$ cat config.mk
export PLATFORM = sky130hd
export DESIGN_NAME = ex_stage_unit
export DESIGN_NICKNAME = d
export VERILOG_FILES = /design/src/rtl/ex_pkg.sv /design/src/rtl/ex_mul_seq.sv /design/src/rtl/ex_stage_unit.sv
export SDC_FILE = /design/constraint.sdc
export NUM_CORES = 1
export LEC_CHECK = 0
export BUFFER_PORTS_ARGS = -buffer_cell sky130_fd_sc_hd__buf_4
export CELL_PAD_IN_SITES_DETAIL_PLACEMENT = 1
export CELL_PAD_IN_SITES_GLOBAL_PLACEMENT = 2
export CORE_ASPECT_RATIO = 1.4
export CORE_MARGIN = 2
export CORE_UTILIZATION = 32
export CTS_CLUSTER_DIAMETER = 100
export DETAILED_ROUTE_END_ITERATION = 7
export PLACE_DENSITY = 0.76
export REMOVE_ABC_BUFFERS = 1
export SYNTH_ARGS = -nofsm -noshare
export SYNTH_HDL_FRONTEND = slang
export SYNTH_SLANG_ARGS = --single-unit
$ cat constraint.sdc
create_clock -name clk -period 3.7 [get_ports clk]
set_clock_uncertainty 0.05 [all_clocks]
set_input_delay 0.185 -clock clk [delete_from_list [all_inputs] [get_ports clk]]
set_output_delay 0.185 -clock clk [all_outputs]
set_load 0.05 [all_outputs]
$ cat src/rtl/ex_pkg.sv
// Shared definitions for the execute stage: op codes, FSM encoding, widths.
package ex_pkg;

   localparam int DATA_W = 32;

   localparam logic [5:0] OP_ADD = 6'h20;
   localparam logic [5:0] OP_SUB = 6'h22;
   localparam logic [5:0] OP_AND = 6'h24;
   localparam logic [5:0] OP_OR  = 6'h25;
   localparam logic [5:0] OP_XOR = 6'h26;
   localparam logic [5:0] OP_SLT = 6'h2A;
   localparam logic [5:0] OP_MUL = 6'h18;

   typedef enum logic {
      ST_IDLE = 1'b0,
      ST_MUL  = 1'b1
   } state_t;

   // Control bits that travel with an instruction into the execute/memory bundle
   typedef struct packed {
      logic       reg_write;
      logic       memto_reg;
      logic       mem_write;
      logic       branch;
      logic [4:0] write_reg;
   } ctrl_t;

endpackage

$ cat src/rtl/ex_mul_seq.sv
// Shift-add multiplier: one partial product per cycle, low DATA_W bits kept.
module ex_mul_seq #(
   parameter int DATA_W   = 32,
   parameter int MUL_ITER = 32
) (
   input  logic              clk,
   input  logic              rst_n,
   input  logic              start,
   input  logic              abort,
   input  logic [DATA_W-1:0] a_in,
   input  logic [DATA_W-1:0] b_in,
   output logic              done,
   output logic [DATA_W-1:0] product
);

   localparam int CW = $clog2(MUL_ITER);

   logic [DATA_W-1:0] a, b, acc;
   logic [CW-1:0]     cnt;
   logic              busy;

   // The accumulator value after this cycle's step; on the final step it is the product
   assign product = acc + (b[0] ? a : '0);
   assign done    = busy && (cnt == CW'(MUL_ITER - 1));

   // Iterate while busy; abort and reset discard the operation
   always_ff @(posedge clk or negedge rst_n) begin
      if (!rst_n) begin
         a    <= '0;
         b    <= '0;
         acc  <= '0;
         cnt  <= '0;
         busy <= 1'b0;
      end else if (abort) begin
         cnt  <= '0;
         busy <= 1'b0;
      end else if (start) begin
         a    <= a_in;
         b    <= b_in;
         acc  <= '0;
         cnt  <= '0;
         busy <= 1'b1;
      end else if (busy) begin
         acc <= product;
         a   <= a << 1;
         b   <= b >> 1;
         cnt <= cnt + CW'(1);
         if (done) busy <= 1'b0;
      end
   end

endmodule

$ cat src/rtl/ex_stage_unit.sv
// Execute stage: operand mux, single-cycle ALU, multi-cycle MUL, EX/MEM register.
module ex_stage_unit #(
   parameter int DATA_W   = ex_pkg::DATA_W,
   parameter int MUL_ITER = 32
) (
   input  logic              clk,
   input  logic              rst_n,
   input  logic              in_valid,
   input  logic [DATA_W-1:0] RegData1In,
   input  logic [DATA_W-1:0] RegData2In,
   input  logic [DATA_W-1:0] ExtendidoIn,
   input  logic [4:0]        rtIn,
   input  logic [4:0]        rdIn,
   input  logic [5:0]        ALUControlIn,
   input  logic              ALUSrcIn,
   input  logic              RegWriteIn,
   input  logic              MemtoRegIn,
   input  logic              MemWriteIn,
   input  logic              RegDstIn,
   input  logic              BranchIn,
   input  logic              flush,
   output logic              stall,
   output logic              out_valid,
   output logic [DATA_W-1:0] AluResultOut,
   output logic [DATA_W-1:0] WriteDataOut,
   output logic [4:0]        WriteRegOut,
   output logic              ZeroOut,
   output logic              RegWriteOut,
   output logic              MemtoRegOut,
   output logic              MemWriteOut,
   output logic              BranchOut
);

   import ex_pkg::*;

   state_t            state, state_nxt;
   logic [DATA_W-1:0] op_b, alu_res, mul_prod;
   logic              is_mul, mul_start, mul_abort, mul_done, alu_accept;
   ctrl_t             ctrl_in, ctrl_mul;
   logic [DATA_W-1:0] wdata_mul;

   assign op_b    = ALUSrcIn ? ExtendidoIn : RegData2In;
   assign is_mul  = (ALUControlIn == OP_MUL);
   assign ctrl_in = '{reg_write: RegWriteIn, memto_reg: MemtoRegIn, mem_write: MemWriteIn,
                      branch: BranchIn, write_reg: (RegDstIn ? rdIn : rtIn)};

   // Single-cycle ALU; unknown codes give zero
   always_comb begin
      alu_res = '0;
      case (ALUControlIn)
         OP_ADD:  alu_res = RegData1In + op_b;
         OP_SUB:  alu_res = RegData1In - op_b;
         OP_AND:  alu_res = RegData1In & op_b;
         OP_OR:   alu_res = RegData1In | op_b;
         OP_XOR:  alu_res = RegData1In ^ op_b;
         OP_SLT:  alu_res = {{(DATA_W-1){1'b0}}, ($signed(RegData1In) < $signed(op_b))};
         default: alu_res = '0;
      endcase
   end

   ex_mul_seq #(.DATA_W(DATA_W), .MUL_ITER(MUL_ITER)) u_mul (
      .clk     (clk),
      .rst_n   (rst_n),
      .start   (mul_start),
      .abort   (mul_abort),
      .a_in    (RegData1In),
      .b_in    (op_b),
      .done    (mul_done),
      .product (mul_prod)
   );

   // State register
   always_ff @(posedge clk or negedge rst_n) begin
      if (!rst_n) state <= ST_IDLE;
      else        state <= state_nxt;
   end

   // Next-state: leave MUL on completion or flush
   always_comb begin
      state_nxt = state;
      case (state)
         ST_IDLE: if (mul_start) state_nxt = ST_MUL;
         ST_MUL:  if (flush || mul_done) state_nxt = ST_IDLE;
         default: state_nxt = ST_IDLE;
      endcase
   end

   // FSM outputs; stall rises in the accept cycle so decode holds its next bundle
   always_comb begin
      mul_start  = (state == ST_IDLE) && in_valid && !flush && is_mul;
      alu_accept = (state == ST_IDLE) && in_valid && !flush && !is_mul;
      mul_abort  = (state == ST_MUL) && flush;
      stall      = rst_n && ((state == ST_MUL) || mul_start);
   end

   // Control bits and store data of the MUL in flight
   always_ff @(posedge clk or negedge rst_n) begin
      if (!rst_n) begin
         ctrl_mul  <= '0;
         wdata_mul <= '0;
      end else if (mul_start) begin
         ctrl_mul  <= ctrl_in;
         wdata_mul <= RegData2In;
      end
   end

   // EX/MEM register: fields only load when a result is written, otherwise hold
   always_ff @(posedge clk or negedge rst_n) begin
      if (!rst_n) begin
         out_valid    <= 1'b0;
         AluResultOut <= '0;
         WriteDataOut <= '0;
         WriteRegOut  <= '0;
         ZeroOut      <= 1'b0;
         RegWriteOut  <= 1'b0;
         MemtoRegOut  <= 1'b0;
         MemWriteOut  <= 1'b0;
         BranchOut    <= 1'b0;
      end else if (alu_accept) begin
         out_valid    <= 1'b1;
         AluResultOut <= alu_res;
         ZeroOut      <= (alu_res == '0);
         WriteDataOut <= RegData2In;
         {RegWriteOut, MemtoRegOut, MemWriteOut, BranchOut, WriteRegOut} <= ctrl_in;
      end else if (mul_done && !flush) begin
         out_valid    <= 1'b1;
         AluResultOut <= mul_prod;
         ZeroOut      <= (mul_prod == '0);
         WriteDataOut <= wdata_mul;
         {RegWriteOut, MemtoRegOut, MemWriteOut, BranchOut, WriteRegOut} <= ctrl_mul;
      end else begin
         out_valid <= 1'b0;
      end
   end

endmodule

==> reports/metrics.csv, run 1 <==
metric,value,unit
synth unique cells,89,
Post-synth top cells,"nand2_1 (399), dfrtp_1 (219), nor2_1 (181)",
most frequent cell after synthesis,nand2_1,
Initial Util,0.324,
n_diodes,0,
Worst Path Arrival,4.39,ns
CTS root buffer,clkbuf_16,
setup tns final,-0.330,ns
post-synth top area share,0.324,
Leak Pwr,12.4,nW
FMAX,255,MHz
"Clk pin slew, worst setup/hold paths",0.06,ns
Worst path slowest cell,or4b_4,
ys async rst share,1.00,
post-DP HPWL,59700,µm
# clock sinks,219,
final core utilization,0.477,
H-tree levels,1,
largest net degree at the start of global routing,166,
DIE AREA,54800,µm²
syn avg cell area,7.91,µm²
layout cells sized above 1,0.303,
DRT iter0 DRCs,811,
Setup CP Type,flip-flop to flip-flop,
Synth Cell Area,16900,µm²
cell row count,99,
Synth Warn #,0,
DP Worst Slack,-1.11,ns
Cells after Synth,2141,
Multi-input gate area,11100,µm²
CTS tree,built,
number of global-route vias before repair,20600,
fin worst setup slack,-0.227,ns
core area,52300,µm²
Port Buffer Count,197,
Worst Setup End Kind,flip-flop,
Synth-to-Final Area Change,47.4,%
Seq. cell area,5480,µm²
Yosys top cell by area,dfrtp_1,
drt wl/cell,21.7,µm
Synth Flop Type,dfrtp_1,
CP max FO,6,
Total GRT Usage,0.279,
Layout fillers,6319,
final wirelength,77000,µm
first-pass GRT wire length,119000,µm
Critical Path Source Type,flip-flop,
Max Root-Sink Buffers,3,
Worst Tran Pin Value,0.982,ns
Post-synth EDFFs,0,
Power Density,344,nW/µm²
"Req. time, crit path",4.16,ns
drt drc,0,
Die Span Y,276,µm
slew margin rel.,0.344,
Fin. Hold Viols,0,
share of the yosys chip area belonging to registers,0.324,
post-layout minimum cycle time,3.93,ns
unrepaired setup endpoints after global routing,yes,
Worst IR Drop VDD,0.337,mV
max-slew violations,0,
gp weighted congestion,0.974,
status,"finished, violations left",
nets@finish,3084,
worst path cell trace,"buf_6, and2_1, ha_4, a21o_4, or3_4, and3_4, a2111oi_4, nor3b_4, a221oi_2, o21bai_1, xor2_1, nor2b_1, nand4_1, or4b_4, o21ai_2",
Hold Crit Class,input pin to flip-flop,
IO Pins,198,
CTS buffer count,27,
Max-Cap Viols,0,
router iterations before antenna repair,4,
placed cells,3416,
DRT antenna net count,0,
Final Setup Violations,3,
drt via density,5.29,
initial antenna violation count,0,
Non-Filler Instances,3548,
R2R setup slack,-0.23,ns
largest cells by area after synthesis,"dfrtp_1 (32%), ha_1 (10%), nand2_1 (8.8%)",
fin crit share,1.06,
die width,198,µm
"FF+latch count, synth",219,
clock latency on the worst-skew pair,0.58,ns
detailed-route via count,18800,
delay of the slowest critical-path stage,0.53,ns
"Remaining Overflow, GRT",0,
failing checks,setup timing,
metal layers:
metal  share of wire  vias up  wire length, µm  track usage
met5               0        -                0            0
met4           0.040        0             3080        0.104
met3           0.028      137             2130       0.0202
met2            0.50      334            38800        0.501
met1            0.43     9386            33000        0.346
li1                -     8914                -            -
worst max-delay path: cells and delay by family (launching register included):
| family | cells | cell delay (ns) |
|---|---|---|
| simple gates | 7 | 1.60 |
| fa+ha+maj | 1 | 0.25 |
| compound gates | 5 | 1.23 |
| buf+inv | 1 | 0.15 |
| xor+xnor | 1 | 0.19 |
| flops | 1 | 0.40 |
cells by family (layout without fill, tap and decap cells):
| logic type | after synthesis | after routing | synth area share |
|---|---|---|---|
| mux | 76 | 76 | 0.0450 |
| xor+xnor | 43 | 43 | 0.0222 |
| simple gates | 798 | 798 | 0.209 |
| buf+inv | 237 | 937 | 0.0548 |
| fa+ha+maj | 139 | 139 | 0.104 |
| compound gates | 629 | 629 | 0.241 |
| flops | 219 | 219 | 0.324 |
state kept, by name, indices dropped and copies added (netlist names), 5 cells and up:
register,flops
WriteRegOut,5
u_mul.cnt,5
u_mul.acc,32
ctrl_mul,9
AluResultOut,32
WriteDataOut,32
wdata_mul,32
u_mul.a,32
u_mul.b,32
worst paths after layout:
check / start / to / depth (start not counted)
hold / removal: RegData1In[19] / u_mul.a[19] / 4
max in group asynchronous: rst_n / AluResultOut[17] / 3
setup reg to reg: u_mul.b[0] / ZeroOut / 15
hold reg to reg: wdata_mul[6] / wdata_mul[6] / 2
setup / recovery: u_mul.b[0] / ZeroOut / 15
min in group asynchronous: rst_n / WriteDataOut[9] / 2
final cells by class:
| cell class | instances | share of cell area |
|---|---|---|
| Sequential cell | 219 | 0.220 |
| Multi-Input combinational cell | 1685 | 0.444 |
| Clock inverter | 11 | 0.00682 |
| Tap cell | 707 | 0.0354 |
| Timing Repair Buffer | 781 | 0.247 |
| Inverter | 109 | 0.0164 |
| Clock buffer | 36 | 0.0300 |
report_power, final:
part           internal, W  switching [W]  total (W)
Clock              0.00169        0.00113    0.00283
Sequential         0.00259       0.000137    0.00273
Combinational      0.00124        0.00179    0.00303
cell usage in the layout, fill, tap and decap left out, types with 64 or more instances in the layout:
master,Yosys,final
a21oi_1,160,150
nand2_1,399,398
ha_1,136,126
dfrtp_1,219,219
buf_4,3,700
nor2_1,181,176
o21ai_0,154,142
mux2i_1,75,71
inv_1,109,109
dlygate4sd3_1,0,64
metrics by stage:
stage / hold WS [ns] / power (W) / cell area (µm²)
2_1_floorplan: -0.161 / 0.00417 / 16400
3_3_place_gp: 0.0674 / 0.00563 / 22700
3_5_place_dp: 0.0705 / 0.00570 / 22700
4_1_cts: 0.000964 / 0.00864 / 24600
5_1_grt: 0.0360 / 0.00898 / 25000
6_report: 0.0281 / 0.00858 / 25000
repair_timing:
| action | CTS | global route |
|---|---|---|
| hold buffers | 64 | 0 |
| resized for setup | 48 | 55 |
| setup endpoints to repair | 11 | 14 |
| pin swaps | 27 | 30 |
| cloned | 0 | 1 |
| buffers inserted | 16 | 4 |
| hold endpoints to repair | 154 | 0 |
No activity file was read; power rests on OpenSTA's default activity.
==> inputs of run 2 (changes only) <==
--- a/config.mk
+++ b/config.mk
@@ -10,11 +10,12 @@
 export CELL_PAD_IN_SITES_GLOBAL_PLACEMENT = 2
 export CORE_ASPECT_RATIO = 1.4
 export CORE_MARGIN = 2
-export CORE_UTILIZATION = 32
+export CORE_UTILIZATION = 33
 export CTS_CLUSTER_DIAMETER = 100
 export DETAILED_ROUTE_END_ITERATION = 7
 export PLACE_DENSITY = 0.76
 export REMOVE_ABC_BUFFERS = 1
 export SYNTH_ARGS = -nofsm -noshare
 export SYNTH_HDL_FRONTEND = slang
+export SYNTH_HIERARCHICAL = 1
 export SYNTH_SLANG_ARGS = --single-unit
==> constraint.sdc (replaced) <==
create_clock -name clk -period 3.35 [get_ports clk]
set_clock_uncertainty 0.05 [all_clocks]
set_input_delay 0.1675 -clock clk [delete_from_list [all_inputs] [get_ports clk]]
set_output_delay 0.1675 -clock clk [all_outputs]
set_load 0.05 [all_outputs]
==> run 2 against run 1 <==
The run still ends with setup timing left; synthesized cell count fell by 2.6%; sequential power rose by 14%; synthesized area rose by 2.6%; hold slack got worse by 0.0022 ns; clock-buffer cell count fell by 2; setup slack got worse by 0.23 ns; sequential cell count did not move; largest cell class unchanged; highest routed layer unchanged.
==> reports/metrics.csv, run 2 <==
metric,value,unit
status,"finished, violations left",
failing checks,setup timing,
layout cells sized above 1,0.363,
Max Root-Sink Buffers,3,
Cells after Synth,2086,
R2R Path Start,u_mul/b[0],
first-pass GRT wire length,119000,µm
Yosys top cell by area,dfrtp_1,
"FF+latch count, synth",219,
Total GRT Usage,0.280,
Synth Warn #,6,
FMAX,263,MHz
Worst Path Arrival,4.26,ns
largest net degree at the start of global routing,115,
DRT iter0 DRCs,771,
CTS tree,built,
DIE AREA,54500,µm²
final hold slack,0.0259,ns
largest cells by area after synthesis,"dfrtp_1 (32%), ha_1 (9.8%), mux2i_1 (9.0%)",
post-layout minimum cycle time,3.81,ns
FF-to-FF End,ZeroOut,
syn avg cell area,8.33,µm²
Fin. Hold Viols,0,
share of the yosys chip area belonging to registers,0.315,
Hold Crit Class,input pin to flip-flop,
slew margin rel.,0.498,
post-synth top area share,0.315,
IO Pins,198,
cell row count,99,
Leak Pwr,13.1,nW
Worst IR Drop VDD,0.368,mV
hold path endpoint,u_mul/a[4],
CTS buffer count,25,
Synth-to-Final Area Change,53.7,%
worst r2r path cells,15,
"Buf+Inv Stages, Crit Path",2,
n_diodes,0,
Synth Cell Area,17400,µm²
total power,0.00981,W
"commonest non-fill, non-tap cells in the layout","buf_4 (795), nand2_1 (316), dfrtp_1 (218)",
unrepaired setup endpoints after global routing,yes,
number of global-route vias before repair,20900,
Critical Path Source Type,flip-flop,
# clock sinks,219,
DRT antenna net count,0,
fin worst setup slack,-0.456,ns
fin crit share,1.14,
CTS root buffer,clkbuf_16,
delay of the slowest critical-path stage,0.55,ns
detailed-route via count,19000,
Setup CP Type,flip-flop to flip-flop,
Port Buffer Count,197,
most common library cell in the layout ignoring fill and taps,buf_4,
Post-synth top cells,"nand2_1 (319), dfrtp_1 (219), o21ai_0 (177)",
Power Density,367,nW/µm²
worst path cell trace,"buf_6, and2_4, ha_4, a21oi_2, nand4b_1, a2111o_1, a311oi_4, o2111ai_2, nand2b_1, xor2_2, nor4_2, buf_4, nand4_1, o31ai_2, a32o_1",
H-tree levels,1,
Worst Tran Pin Value,0.752,ns
hold path cells,4,
max-slew violations,0,
"Clk pin slew, worst setup/hold paths",0.07,ns
"Req. time, crit path",3.80,ns
router iterations before antenna repair,5,
Final Setup Violations,4,
Synth Flop Type,dfrtp_1,
gp weighted congestion,0.942,
Layout fillers,6150,
CP max FO,5,
most frequent cell after synthesis,nand2_1,
hold path startpoint,RegData1In[4],
die width,198,µm
drt via density,5.26,
"Remaining Overflow, GRT",0,
core area,52100,µm²
clock latency on the worst-skew pair,0.58,ns
Worst path slowest cell,a2111o_1,
final wirelength,77400,µm
drt drc,0,
post-DP HPWL,60100,µm
synth unique cells,99,
Die Span Y,276,µm
initial antenna violation count,0,
Worst Setup End Kind,flip-flop,
Post-synth EDFFs,0,
R2R setup slack,-0.46,ns
Initial Util,0.333,
ys async rst share,1.00,
"delay-heaviest family, CP",compound AO/OA/AOI/OAI gates,
nets@finish,3146,
drt wl/cell,21.4,µm
Max-Cap Viols,0,
## run 2: power breakdown
part	internal (W)	total, W	switching [W]
combinational	0.00154	0.00369	0.00215
sequential	0.00291	0.00311	0.000201
clock	0.00179	0.00301	0.00122
## run 2: cells by family after synthesis
| logic type | synth area share |
|---|---|
| simple gates | 0.184 |
| compound gates | 0.227 |
| buf+inv | 0.0510 |
| flops | 0.315 |
| mux | 0.105 |
| fa+ha+maj | 0.101 |
| xor+xnor | 0.0166 |
## run 2: final cells by class
type | instances | area, µm² | share of cell area
timing repair buffer | 891 | 7120 | 0.267
clock inverter | 11 | 166 | 0.00623
inverter | 102 | 388 | 0.0145
multi-input combinational | 1646 | 12000 | 0.448
sequential | 219 | 5480 | 0.205
tap | 707 | 885 | 0.0331
clock buffer | 34 | 709 | 0.0266
## run 2: tightest hold or removal path: stages
cell     delay [ns]
buf_4          0.10
buf_4          0.13
mux2i_1        0.07
o21ai_0        0.15
## run 2: routing by layer
layer / track usage / vias to the layer above / share of wire
li1: - / 9058 / -
met5: 0 / - / 0
met3: 0.0209 / 139 / 0.026
met2: 0.530 / 334 / 0.52
met1: 0.327 / 9468 / 0.41
met4: 0.109 / 0 / 0.039
## run 2: worst max path at each step
stage,start,endpoint,slack (ns),cells after the start
3_5_place_dp,ALUSrcIn,ZeroOut,-1.59,17
4_1_cts,ALUSrcIn,ZeroOut,-0.42,16
2_1_floorplan,ALUControlIn[1],u_mul/acc[21],-7.02,7
6_report,u_mul/b[0],ZeroOut,-0.46,15
5_1_grt,u_mul/b[0],ZeroOut,-0.60,15
3_3_place_gp,ALUSrcIn,ZeroOut,-1.49,17
## run 2: timing repair
action | in CTS | in global routing
pin swaps | 29 | 26
gates cloned | 1 | 0
endpoints found under the setup margin | 10 | 17
endpoints found under the hold margin | 208 | 0
resized for setup | 97 | 84
setup buffers | 21 | 8
hold buffers | 68 | 0
## run 2: stage by stage
stage | area, µm² | instances | setup TNS, ns | util | worst slack (ns)
after floorplan | 16900 | 1967 | -706.00 | - | -7.02
after global placement | 23900 | 3468 | -8.87 | 0.459 | -1.49
after detailed placement | 23900 | 3468 | -11.15 | 0.459 | -1.59
after CTS | 26200 | 3603 | -0.666 | 0.503 | -0.416
after global routing | 26700 | 3610 | -1.52 | 0.512 | -0.600
final | 26700 | 3610 | -0.907 | 0.512 | -0.456
==> inputs of run 3 (changes only) <==
--- a/config.mk
+++ b/config.mk
@@ -13,7 +13,7 @@
 export CORE_UTILIZATION = 33
 export CTS_CLUSTER_DIAMETER = 100
 export DETAILED_ROUTE_END_ITERATION = 7
-export PLACE_DENSITY = 0.76
+export PLACE_DENSITY_LB_ADDON = 0.1
 export REMOVE_ABC_BUFFERS = 1
 export SYNTH_ARGS = -nofsm -noshare
 export SYNTH_HDL_FRONTEND = slang
==> run 3 against run 2 <==
The run still ends with setup timing left; register-to-register slack about the same; sequential cell count unchanged; non-clock buffer count down 1; cell area down 0.32%; global-route usage up 0.053 points; critical path depth up 3; die area unchanged; hold slack better by 0.0025 ns; total power up 1.7%; via count down 0.34%; sequential power about the same; largest power group unchanged; highest routed layer unchanged.
==> reports/metrics.csv, run 3 (synthesized netlist as in run 2, its figures left out) <==
metric,value,unit
Worst Path Arrival,4.34,ns
"Clk pin slew, worst setup/hold paths",0.06,ns
detailed-route via count,18900,
largest net degree at the start of global routing,97,
"Buf+Inv Stages, Crit Path",4,
DIE AREA,54500,µm²
Synth-to-Final Area Change,53.2,%
Most common cell on crit path,buf_4,
post-layout minimum cycle time,3.89,ns
number of global-route vias before repair,20900,
worst path cell trace,"buf_4, mux2i_4, inv_1, ha_1, fa_1, a21o_1, a221o_1, a211oi_1, buf_4, o21ai_1, a31oi_1, mux2_1, a221oi_2, buf_4, nand4_1, nor4_2, and4_1, a32o_1",
clock share of power,0.319,
Port Buffer Count,197,
final core utilization,0.511,
"Remaining Overflow, GRT",0,
max-slew violations,0,
sequential power share,0.312,
post-DP HPWL,60500,µm
die width,198,µm
Setup CP Type,input pin to flip-flop,
Hold Crit Class,input pin to async pin,
layout cells sized above 1,0.363,
Max Root-Sink Buffers,3,
Layout Cell Area excl Fill,26600,µm²
DRT iter0 DRCs,755,
# clock sinks,219,
Die Span Y,276,µm
slew margin rel.,0.468,
FMAX,257,MHz
n_diodes,0,
Total GRT Usage,0.281,
CTS tree,built,
status,"finished, violations left",
gp weighted congestion,0.916,
Worst IR Drop VDD,0.490,mV
Worst Tran Pin Value,0.778,ns
most common library cell in the layout ignoring fill and taps,buf_4,
initial antenna violation count,0,
first-pass GRT wire length,119000,µm
fin worst setup slack,-0.542,ns
"Cell Area, Placed",24000,µm²
Combinational Power Share,0.370,
CTS buffer count,26,
drt via density,5.24,
DRT antenna net count,0,
Leak Pwr,13.2,nW
H-tree levels,1,
Final Setup Violations,5,
IO Pins,198,
CP max FO,3,
Power Density,374,nW/µm²
placed cells,3472,
core area,52100,µm²
sw frac,0.362,
Critical Path Source Type,input pin,
cell row count,99,
unrepaired setup endpoints after global routing,yes,
final wirelength,77100,µm
drt wl/cell,21.4,µm
nets@finish,3146,
delay of the slowest critical-path stage,0.42,ns
"delay-heaviest family, CP",compound AO/OA/AOI/OAI gates,
fin crit share,1.16,
Non-Filler Instances,3612,
Max-Cap Viols,0,
"Req. time, crit path",3.80,ns
drt drc,0,
failing checks,setup timing,
CTS root buffer,clkbuf_16,
router iterations before antenna repair,5,
Fin. Hold Viols,0,
Net Switching,0.00361,W
Initial Util,0.333,
clock latency on the worst-skew pair,0.56,ns
Worst path slowest cell,a221o_1,
Worst Setup End Kind,flip-flop,
Pint,0.00636,W
"commonest non-fill, non-tap cells in the layout","buf_4 (807), nand2_1 (317), dfrtp_1 (218)",
run 3: layer usage:
metal,global-route usage,routed length (µm),vias up
li1,-,-,9068
met1,0.335,32500,9476
met2,0.531,40400,282
met3,0.0238,1900,108
met4,0.0849,2340,0
met5,0,0,-
run 3: final cells by class:
cell class                 count  area (µm²)
clock inverter                 8         150
fill                        6107       25500
sequential                   219        5480
multi-input combinational   1646       11800
tap                          707         885
timing repair buffer         890        7090
inverter                     102         388
clock buffer                  40         785
run 3: what timing repair did:
item	4_1_cts	5_1_grt
pin swaps	17	25
buffers inserted	14	18
setup endpoints to repair	9	17
endpoints found under the hold margin	260	0
gates resized for setup	69	97
cloned	1	0
hold buffers	60	0
run 3: worst reg2reg max path, cell delays in order (launching register included):
cell and delay (ns):
dfrtp_2 0.44, buf_6 0.16, buf_12 0.16, and2_1 0.14
ha_1 0.29, buf_4 0.16, nand2_1 0.11, buf_4 0.16
nor2_1 0.14, nand2_1 0.13, nor3_1 0.26, nand3_2 0.12
a21oi_2 0.19, nor2_2 0.11, nor4_2 0.23, nand4_1 0.27
o31ai_2 0.35, buf_4 0.16, a32o_1 0.11
run 3: path summary, 6_finish.rpt:
kind | startpoint | endpoint | slack, ns | cells past startpoint
max in group asynchronous | rst_n | WriteDataOut[23] | 2.15 | 3
min | rst_n | u_mul/a[2] | 0.03 | 2
max reg2reg | u_mul/b[0] | ZeroOut | -0.47 | 18
min in group clk | RegData1In[15] | u_mul/a[15] | 0.03 | 4
max | ALUSrcIn | ZeroOut | -0.54 | 18
min reg2reg | wdata_mul[19] | wdata_mul[19] | 0.42 | 2
run 3: through the flow:
stage	TNS (ns)	power (W)	setup slack (ns)	hold WS, ns
after global placement	-10.08	0.00657	-1.09	0.0182
after global routing	-1.55	0.0105	-0.661	0.0374
final	-0.624	0.00997	-0.542	0.0285
after detailed placement	-11.92	0.00666	-1.17	0.0234
after floorplan	-706.00	0.00483	-7.02	-0.178
after CTS	-0.542	0.00998	-0.497	0.00136
run 3: power groups by stage:
stage	Clock [W]	Combinational [W]	Sequential [W]
global placement	0	0.00344	0.00314
detailed placement	0	0.00350	0.00315
CTS	0.00326	0.00361	0.00311
global route	0.00335	0.00398	0.00313
floorplan	0	0.00127	0.00356
finish	0.00318	0.00368	0.00311
